`src/rtl/z80_exec_alu_a_idx_ixiy.sv`:
```
// Execution sequencer for the 8-bit ALU group on an indexed operand:
// ADD/ADC/SUB/SBC/AND/XOR/OR/CP A,(IX/IY+d), encoded DD/FD 10ooo110 dd.
// Fetches the three instruction bytes, waits for the address calculation,
// reads the operand, then presents A/F and the z80fi trace record for one
// cycle together with the done pulse.
module z80_exec_alu_a_idx_ixiy #(
  parameter int CALC_CYCLES = 5
) (
  input  logic        clk_i,
  input  logic        rst_ni,
  input  logic        start_i,
  input  logic [15:0] ip_i,
  input  logic [7:0]  a_i,
  input  logic [7:0]  f_i,
  input  logic [15:0] ix_i,
  input  logic [15:0] iy_i,
  output logic        busy_o,
  output logic        mem_rd_o,
  output logic [15:0] mem_addr_o,
  input  logic [7:0]  mem_rdata_i,
  input  logic        mem_ready_i,
  output logic        done_o,
  output logic        illegal_o,
  output logic [7:0]  a_o,
  output logic [7:0]  f_o,
  output logic [15:0] ip_o,
  output logic        z80fi_valid_o,
  output logic [31:0] z80fi_insn_o,
  output logic [3:0]  z80fi_insn_len_o,
  output logic [15:0] z80fi_mem_raddr_o,
  output logic [7:0]  z80fi_mem_rdata_o
);

  // The countdown is loaded with CALC_CYCLES-1 so the CALC state lasts
  // exactly CALC_CYCLES cycles.
  localparam logic [3:0] CALC_LOAD = 4'(CALC_CYCLES - 1);

  localparam logic [2:0] OP_ADD = 3'd0;
  localparam logic [2:0] OP_ADC = 3'd1;
  localparam logic [2:0] OP_SUB = 3'd2;
  localparam logic [2:0] OP_SBC = 3'd3;
  localparam logic [2:0] OP_AND = 3'd4;
  localparam logic [2:0] OP_XOR = 3'd5;
  localparam logic [2:0] OP_OR  = 3'd6;
  localparam logic [2:0] OP_CP  = 3'd7;

  typedef enum logic [2:0] {
    S_IDLE,
    S_F0,
    S_F1,
    S_F2,
    S_CALC,
    S_RD,
    S_EX
  } state_t;

  state_t      state_q;
  logic        busy_q;
  logic        mem_rd_q;
  logic [15:0] mem_addr_q;
  logic        done_q;
  logic        illegal_q;
  logic [7:0]  a_out_q;
  logic [7:0]  f_out_q;
  logic [15:0] ip_out_q;
  logic [31:0] insn_q;
  logic [3:0]  insn_len_q;
  logic [15:0] trace_raddr_q;
  logic [7:0]  trace_rdata_q;

  // Values captured when start is accepted and during the fetches.
  logic [15:0] ip_q;
  logic [7:0]  a_q;
  logic [7:0]  f_q;
  logic [15:0] ix_q;
  logic [15:0] iy_q;
  logic [7:0]  prefix_q;
  logic [7:0]  opc_q;
  logic [7:0]  d_q;
  logic [3:0]  cnt_q;

  // ALU and address-calculation results feeding the FSM.
  logic [7:0]  a_d;
  logic [7:0]  f_d;
  logic [15:0] raddr_d;

  logic [2:0]  op;
  logic        is_sub;
  logic        cin;
  logic        ci;
  logic [7:0]  b;
  logic [8:0]  sum9;
  logic [4:0]  nib5;
  logic [7:0]  r;
  logic        h;
  logic        pv;
  logic        c;

  // Operand address: selected index register plus sign-extended displacement.
  always_comb begin
    raddr_d = ((prefix_q == 8'hFD) ? iy_q : ix_q) + {{8{d_q[7]}}, d_q};
  end

  // ALU on the operand byte as it arrives in the RD state.
  always_comb begin
    op     = opc_q[5:3];
    is_sub = (op == OP_SUB) || (op == OP_SBC) || (op == OP_CP);
    cin    = ((op == OP_ADC) || (op == OP_SBC)) && f_q[0];
    // Subtraction is an add of the complemented operand with inverted carry-in.
    b      = is_sub ? ~mem_rdata_i : mem_rdata_i;
    ci     = is_sub ? ~cin : cin;
    sum9   = {1'b0, a_q} + {1'b0, b} + {8'd0, ci};
    nib5   = {1'b0, a_q[3:0]} + {1'b0, b[3:0]} + {4'd0, ci};
    r      = sum9[7:0];
    // Subtracts report both half-carry and carry as borrows.
    h      = nib5[4] ^ is_sub;
    pv     = (a_q[7] == b[7]) && (sum9[7] != a_q[7]);
    c      = sum9[8] ^ is_sub;
    case (op)
      OP_AND: begin
        r  = a_q & mem_rdata_i;
        h  = 1'b1;
        pv = ~^r;
        c  = 1'b0;
      end
      OP_XOR: begin
        r  = a_q ^ mem_rdata_i;
        h  = 1'b0;
        pv = ~^r;
        c  = 1'b0;
      end
      OP_OR: begin
        r  = a_q | mem_rdata_i;
        h  = 1'b0;
        pv = ~^r;
        c  = 1'b0;
      end
      OP_ADD, OP_ADC, OP_SUB, OP_SBC, OP_CP: begin
        r = sum9[7:0];
      end
      default: begin
        r = sum9[7:0];
      end
    endcase
    // CP only sets flags; A is left untouched.
    a_d = (op == OP_CP) ? a_q : r;
    f_d = {r[7], (r == 8'd0), f_q[5], h, f_q[3], pv, is_sub, c};
  end

  // Instruction sequencer with registered memory, status and result outputs.
  always_ff @(posedge clk_i or negedge rst_ni) begin
    if (!rst_ni) begin
      state_q       <= S_IDLE;
      busy_q        <= 1'b0;
      mem_rd_q      <= 1'b0;
      mem_addr_q    <= 16'd0;
      done_q        <= 1'b0;
      illegal_q     <= 1'b0;
      a_out_q       <= 8'd0;
      f_out_q       <= 8'd0;
      ip_out_q      <= 16'd0;
      insn_q        <= 32'd0;
      insn_len_q    <= 4'd0;
      trace_raddr_q <= 16'd0;
      trace_rdata_q <= 8'd0;
      ip_q          <= 16'd0;
      a_q           <= 8'd0;
      f_q           <= 8'd0;
      ix_q          <= 16'd0;
      iy_q          <= 16'd0;
      prefix_q      <= 8'd0;
      opc_q         <= 8'd0;
      d_q           <= 8'd0;
      cnt_q         <= 4'd0;
    end else begin
      done_q    <= 1'b0;
      illegal_q <= 1'b0;
      case (state_q)
        S_IDLE: begin
          if (start_i) begin
            ip_q       <= ip_i;
            a_q        <= a_i;
            f_q        <= f_i;
            ix_q       <= ix_i;
            iy_q       <= iy_i;
            busy_q     <= 1'b1;
            mem_rd_q   <= 1'b1;
            mem_addr_q <= ip_i;
            state_q    <= S_F0;
          end
        end
        S_F0: begin
          if (mem_ready_i) begin
            if ((mem_rdata_i == 8'hDD) || (mem_rdata_i == 8'hFD)) begin
              prefix_q   <= mem_rdata_i;
              mem_addr_q <= ip_q + 16'd1;
              state_q    <= S_F1;
            end else begin
              illegal_q <= 1'b1;
              busy_q    <= 1'b0;
              mem_rd_q  <= 1'b0;
              state_q   <= S_IDLE;
            end
          end
        end
        S_F1: begin
          if (mem_ready_i) begin
            if ((mem_rdata_i[7:6] == 2'b10) && (mem_rdata_i[2:0] == 3'b110)) begin
              opc_q      <= mem_rdata_i;
              mem_addr_q <= ip_q + 16'd2;
              state_q    <= S_F2;
            end else begin
              illegal_q <= 1'b1;
              busy_q    <= 1'b0;
              mem_rd_q  <= 1'b0;
              state_q   <= S_IDLE;
            end
          end
        end
        S_F2: begin
          if (mem_ready_i) begin
            d_q      <= mem_rdata_i;
            mem_rd_q <= 1'b0;
            cnt_q    <= CALC_LOAD;
            state_q  <= S_CALC;
          end
        end
        S_CALC: begin
          if (cnt_q == 4'd0) begin
            mem_rd_q   <= 1'b1;
            mem_addr_q <= raddr_d;
            state_q    <= S_RD;
          end else begin
            cnt_q <= cnt_q - 4'd1;
          end
        end
        S_RD: begin
          if (mem_ready_i) begin
            mem_rd_q      <= 1'b0;
            a_out_q       <= a_d;
            f_out_q       <= f_d;
            ip_out_q      <= ip_q + 16'd3;
            insn_q        <= {8'h00, d_q, opc_q, prefix_q};
            insn_len_q    <= 4'd3;
            trace_raddr_q <= mem_addr_q;
            trace_rdata_q <= mem_rdata_i;
            done_q        <= 1'b1;
            state_q       <= S_EX;
          end
        end
        S_EX: begin
          busy_q  <= 1'b0;
          state_q <= S_IDLE;
        end
        default: begin
          busy_q   <= 1'b0;
          mem_rd_q <= 1'b0;
          state_q  <= S_IDLE;
        end
      endcase
    end
  end

  assign busy_o            = busy_q;
  assign mem_rd_o          = mem_rd_q;
  assign mem_addr_o        = mem_addr_q;
  assign done_o            = done_q;
  assign illegal_o         = illegal_q;
  assign a_o               = a_out_q;
  assign f_o               = f_out_q;
  assign ip_o              = ip_out_q;
  assign z80fi_valid_o     = done_q;
  assign z80fi_insn_o      = insn_q;
  assign z80fi_insn_len_o  = insn_len_q;
  assign z80fi_mem_raddr_o = trace_raddr_q;
  assign z80fi_mem_rdata_o = trace_rdata_q;

endmodule

```
`config.mk`:
```
export PLATFORM = sky130hd
export DESIGN_NAME = z80_exec_alu_a_idx_ixiy
export DESIGN_NICKNAME = d
export VERILOG_FILES = /design/src/rtl/z80_exec_alu_a_idx_ixiy.sv
export SDC_FILE = /design/constraint.sdc
export NUM_CORES = 1
export LEC_CHECK = 0
export ABC_AREA = 1
export CAP_MARGIN = 20
export CELL_PAD_IN_SITES_DETAIL_PLACEMENT = 0
export CELL_PAD_IN_SITES_GLOBAL_PLACEMENT = 1
export CORE_UTILIZATION = 43
export CTS_CLUSTER_DIAMETER = 80
export DETAILED_ROUTE_END_ITERATION = 12
export PLACE_DENSITY = 0.91
export SYNTH_ARGS = -nofsm -noshare
export SYNTH_HDL_FRONTEND = slang
export SYNTH_SLANG_ARGS = --single-unit
```
`constraint.sdc`:
```
create_clock -name clk_i -period 5.81 [get_ports clk_i]
set_input_delay 1.162 -clock clk_i [delete_from_list [all_inputs] [get_ports clk_i]]
set_output_delay 1.162 -clock clk_i [all_outputs]
set_load 0.005 [all_outputs]
```
==> impl_metrics.json <==
{
  "grt_util_all_layers_pct": 23.0,
  "grt_pass1_wl_um": 46500,
  "first_pass_iters": 7,
  "arrival_ns": 3.83,
  "synth-simple-area-share_pct": 23.1,
  "grt_pass1_vias": 8904,
  "slew_headroom_pct": 43.1,
  "via_per_inst": 5.08,
  "p_int_uw": 4360,
  "required_ns": 6.13,
  "drtIter0Drc": 613,
  "area_growth_pct": 23.6,
  "core_um2": 24500,
  "min_path_type": "reg -> reg",
  "pwr-share-seq_pct": 31.2,
  "crit_fanout": 17,
  "grt_overflow": 0,
  "cp-end-kind": "flop",
  "fin_nets": 1613,
  "cts_buffers": 17,
  "setup_viol": 0,
  "cts_tree": "done",
  "cts_root_buf": "clkbuf_16",
  "routabilityCongestion": 0.907,
  "fp.dieW_um": 160,
  "status": "finished clean",
  "tightest_slew_ns": 0.853,
  "worst_ir_drop_vdd_mv": 0.215,
  "p_leak_uw": 0.00645,
  "layout-drive-gt1-share_pct": 8.24,
  "port_buffers": 173,
  "routed_wl_um": 28500,
  "critPathLaunchType": "flop",
  "clock_latency_ns": 0.44,
  "synthArstFlopShare_pct": 100,
  "syn_avg_cell_area_um2": 8.08,
  "maxClockFrequency_mhz": 285,
  "worst-setup-path-type": "reg -> reg",
  "swShare_pct": 42.6,
  "synth-seq-cells": 191,
  "combPwrFrac_pct": 52.6,
  "antenna_found_initial": 2,
  "maxCapViolCount": 0,
  "cts.sink_count": 191,
  "switchingPower_uw": 3230,
  "synthDistinctLibCells": 43,
  "place_ws_ns": 2.12,
  "grt_max_degree": 104,
  "muxShareOfSynthArea_pct": 5.11,
  "maxSlewViolCount": 0,
  "ant_nets": 0,
  "pin_count": 189,
  "synthCells": 1337,
  "cts_resized": 0,
  "synthAdderAreaFrac_pct": 5.54,
  "pwr-share-clk_pct": 16.2,
  "finalCritPeriodShare_pct": 60.3,
  "fillers": 2297,
  "fp.dieH_um": 160,
  "hpwl_um": 21300,
  "finClkSkew_ns": 0.00960,
  "synth_ff_type": "dfrtp_1",
  "yosys_warnings": 0,
  "synth_top_family_by_area": "simple AND/OR/NAND/NOR gates",
  "drc": 0,
  "fin_ws_ns": 2.31,
  "wl_per_cell_um": 15.6,
  "synth_top_area_share_pct": 44.2,
  "synth_top_area_cell": "dfrtp_1",
  "synth_compound_area_share_pct": 10.6,
  "synth_edf_count": 0,
  "seq_area_frac_synth_pct": 44.2,
  "synth-xor-area-share_pct": 3.97,
  "power_density_nw_per_um2": 568,
  "min_period_ns": 3.50,
  "cts_hold_buffers": 0,
  "initial_core_util_pct": 44.2,
  "clkTransAtPathRegs_ns": 0.08,
  "hold_viol": 0,
  "route.vias.total": 9298,
  "placementRows": 57,
  "cts.path.max_buffers": 2,
  "postCtsSetupBuffers": 0,
  "synth_area_um2": 10800,
  "fin_tns_setup_ns": 0,
  "die-area_um2": 25800,
  "yosys-top-cells-area": "dfrtp_1 44%, nand2_1 13%, o21ai_0 5.2%",
  "rsz0062_at_grt": "false",
  "htree_levels": 4
}
## registers in the layout, summed over array words and instances, names as in the netlist, 3 cells and up
register	count
ix_q	16
cnt_q	4
d_q	8
state_q	3
a_o	8
opc_q	8
f_o	8
ip_q	16
z80fi_mem_raddr_o	16
prefix_q	8
a_q	8
ip_o	16
mem_addr_o	16
z80fi_mem_rdata_o	8
iy_q	16
z80fi_insn_o	24
f_q	3
## logic make-up after synthesis
logic type,Yosys count
compound gates,216
xor+xnor,49
fa+ha+maj,46
buf+inv,189
flops,191
mux,49
other cells,1
simple gates,596
## metrics by stage
step	instances	utilization [%]	hold slack (ns)	instance area [um2]	total power, uW
final	1829	54.6	0.454	13400	7590
after global routing	1829	54.6	0.476	13400	8260
after CTS	1828	54.6	0.458	13400	7620
after detailed placement	1796	52.1	0.439	12700	6360
after global placement	1795	52.1	0.434	12700	6260
after floorplan	1346	-	0.420	10800	4900
## path summary, 6_finish.rpt
check / start / endpoint / slack (ns) / depth (start not counted)
setup / recovery: prefix_q[7] / mem_addr_o[4] / 2.31 / 12
hold / removal: opc_q[2] / opc_q[2] / 0.45 / 2
setup reg to reg: prefix_q[7] / mem_addr_o[4] / 2.31 / 12
hold reg to reg: opc_q[2] / opc_q[2] / 0.45 / 2
max in group asynchronous: rst_ni / mem_rd_o / 3.86 / 2
min in group asynchronous: rst_ni / ip_q[12] / 0.81 / 1
## critical path, cell delays in order, from the launching register on
cell     delay [ns]
dfrtp_1        0.32
inv_1          0.07
nor3_1         0.33
nand2_1        0.52
mux2_2         0.49
ha_1           0.23
fa_1           0.40
nand3_1        0.08
nand2_1        0.10
o21ai_0        0.36
nand3_1        0.12
a21oi_1        0.26
o21ai_0        0.11
## synth_stat cells (10+ instances only)
cell	number
nand2_1	362
dfrtp_1	191
inv_1	128
o21ai_0	112
nor2_1	110
a21oi_1	78
nand3_1	72
mux2_2	49
ha_1	43
xor2_1	31
buf_2	19
xnor2_1	18
clkbuf_1	16
buf_4	15
or2_2	11
nand4_1	10
## metal layers
metal	wire [um]	global-route usage, %	vias up
li1	-	-	4605
met3	1340	3.33	35
met1	13800	33.2	4381
met4	602	7.32	0
met5	0	0	-
met2	12800	35.5	277
## power groups by stage
stage	Clock (uW)	Sequential, uW	Combinational, uW
2_1_floorplan	0	2280	2620
3_3_place_gp	0	2370	3890
3_5_place_dp	0	2390	3970
4_1_cts	1250	2370	4000
5_1_grt	1300	2450	4510
6_report	1230	2370	3990
## placed cells by master, fill, tap and decap left out, drive strengths merged, types with 3 or more instances in the layout
cell and instances:
nand2 366, dfrtp 191, clkdlybuf4s50 172, inv 142
o21ai 121, nor2 117, a21oi 78, nand3 73
mux2 49, ha 43, xor2 31, clkbuf 19
xnor2 18, or2 11, nand4 10, conb 10
nor3 10, nand3b 8, buf 7, o21a 4
fa 3, clkinv 3
## area by class of cell
type                            instances  area [um2]  share of cell area (%)
Antenna cell                            1        2.50                  0.0187
Tap cell                              324         405                    3.04
Timing Repair Buffer                  180        1790                    13.4
Inverter                              135         507                    3.79
Clock buffer                           18         439                    3.29
Sequential cell                       191        4780                    35.8
Multi-Input combinational cell        966        5260                    39.4
Clock inverter                         14         169                    1.26
Power figures use the tool's default switching activity.
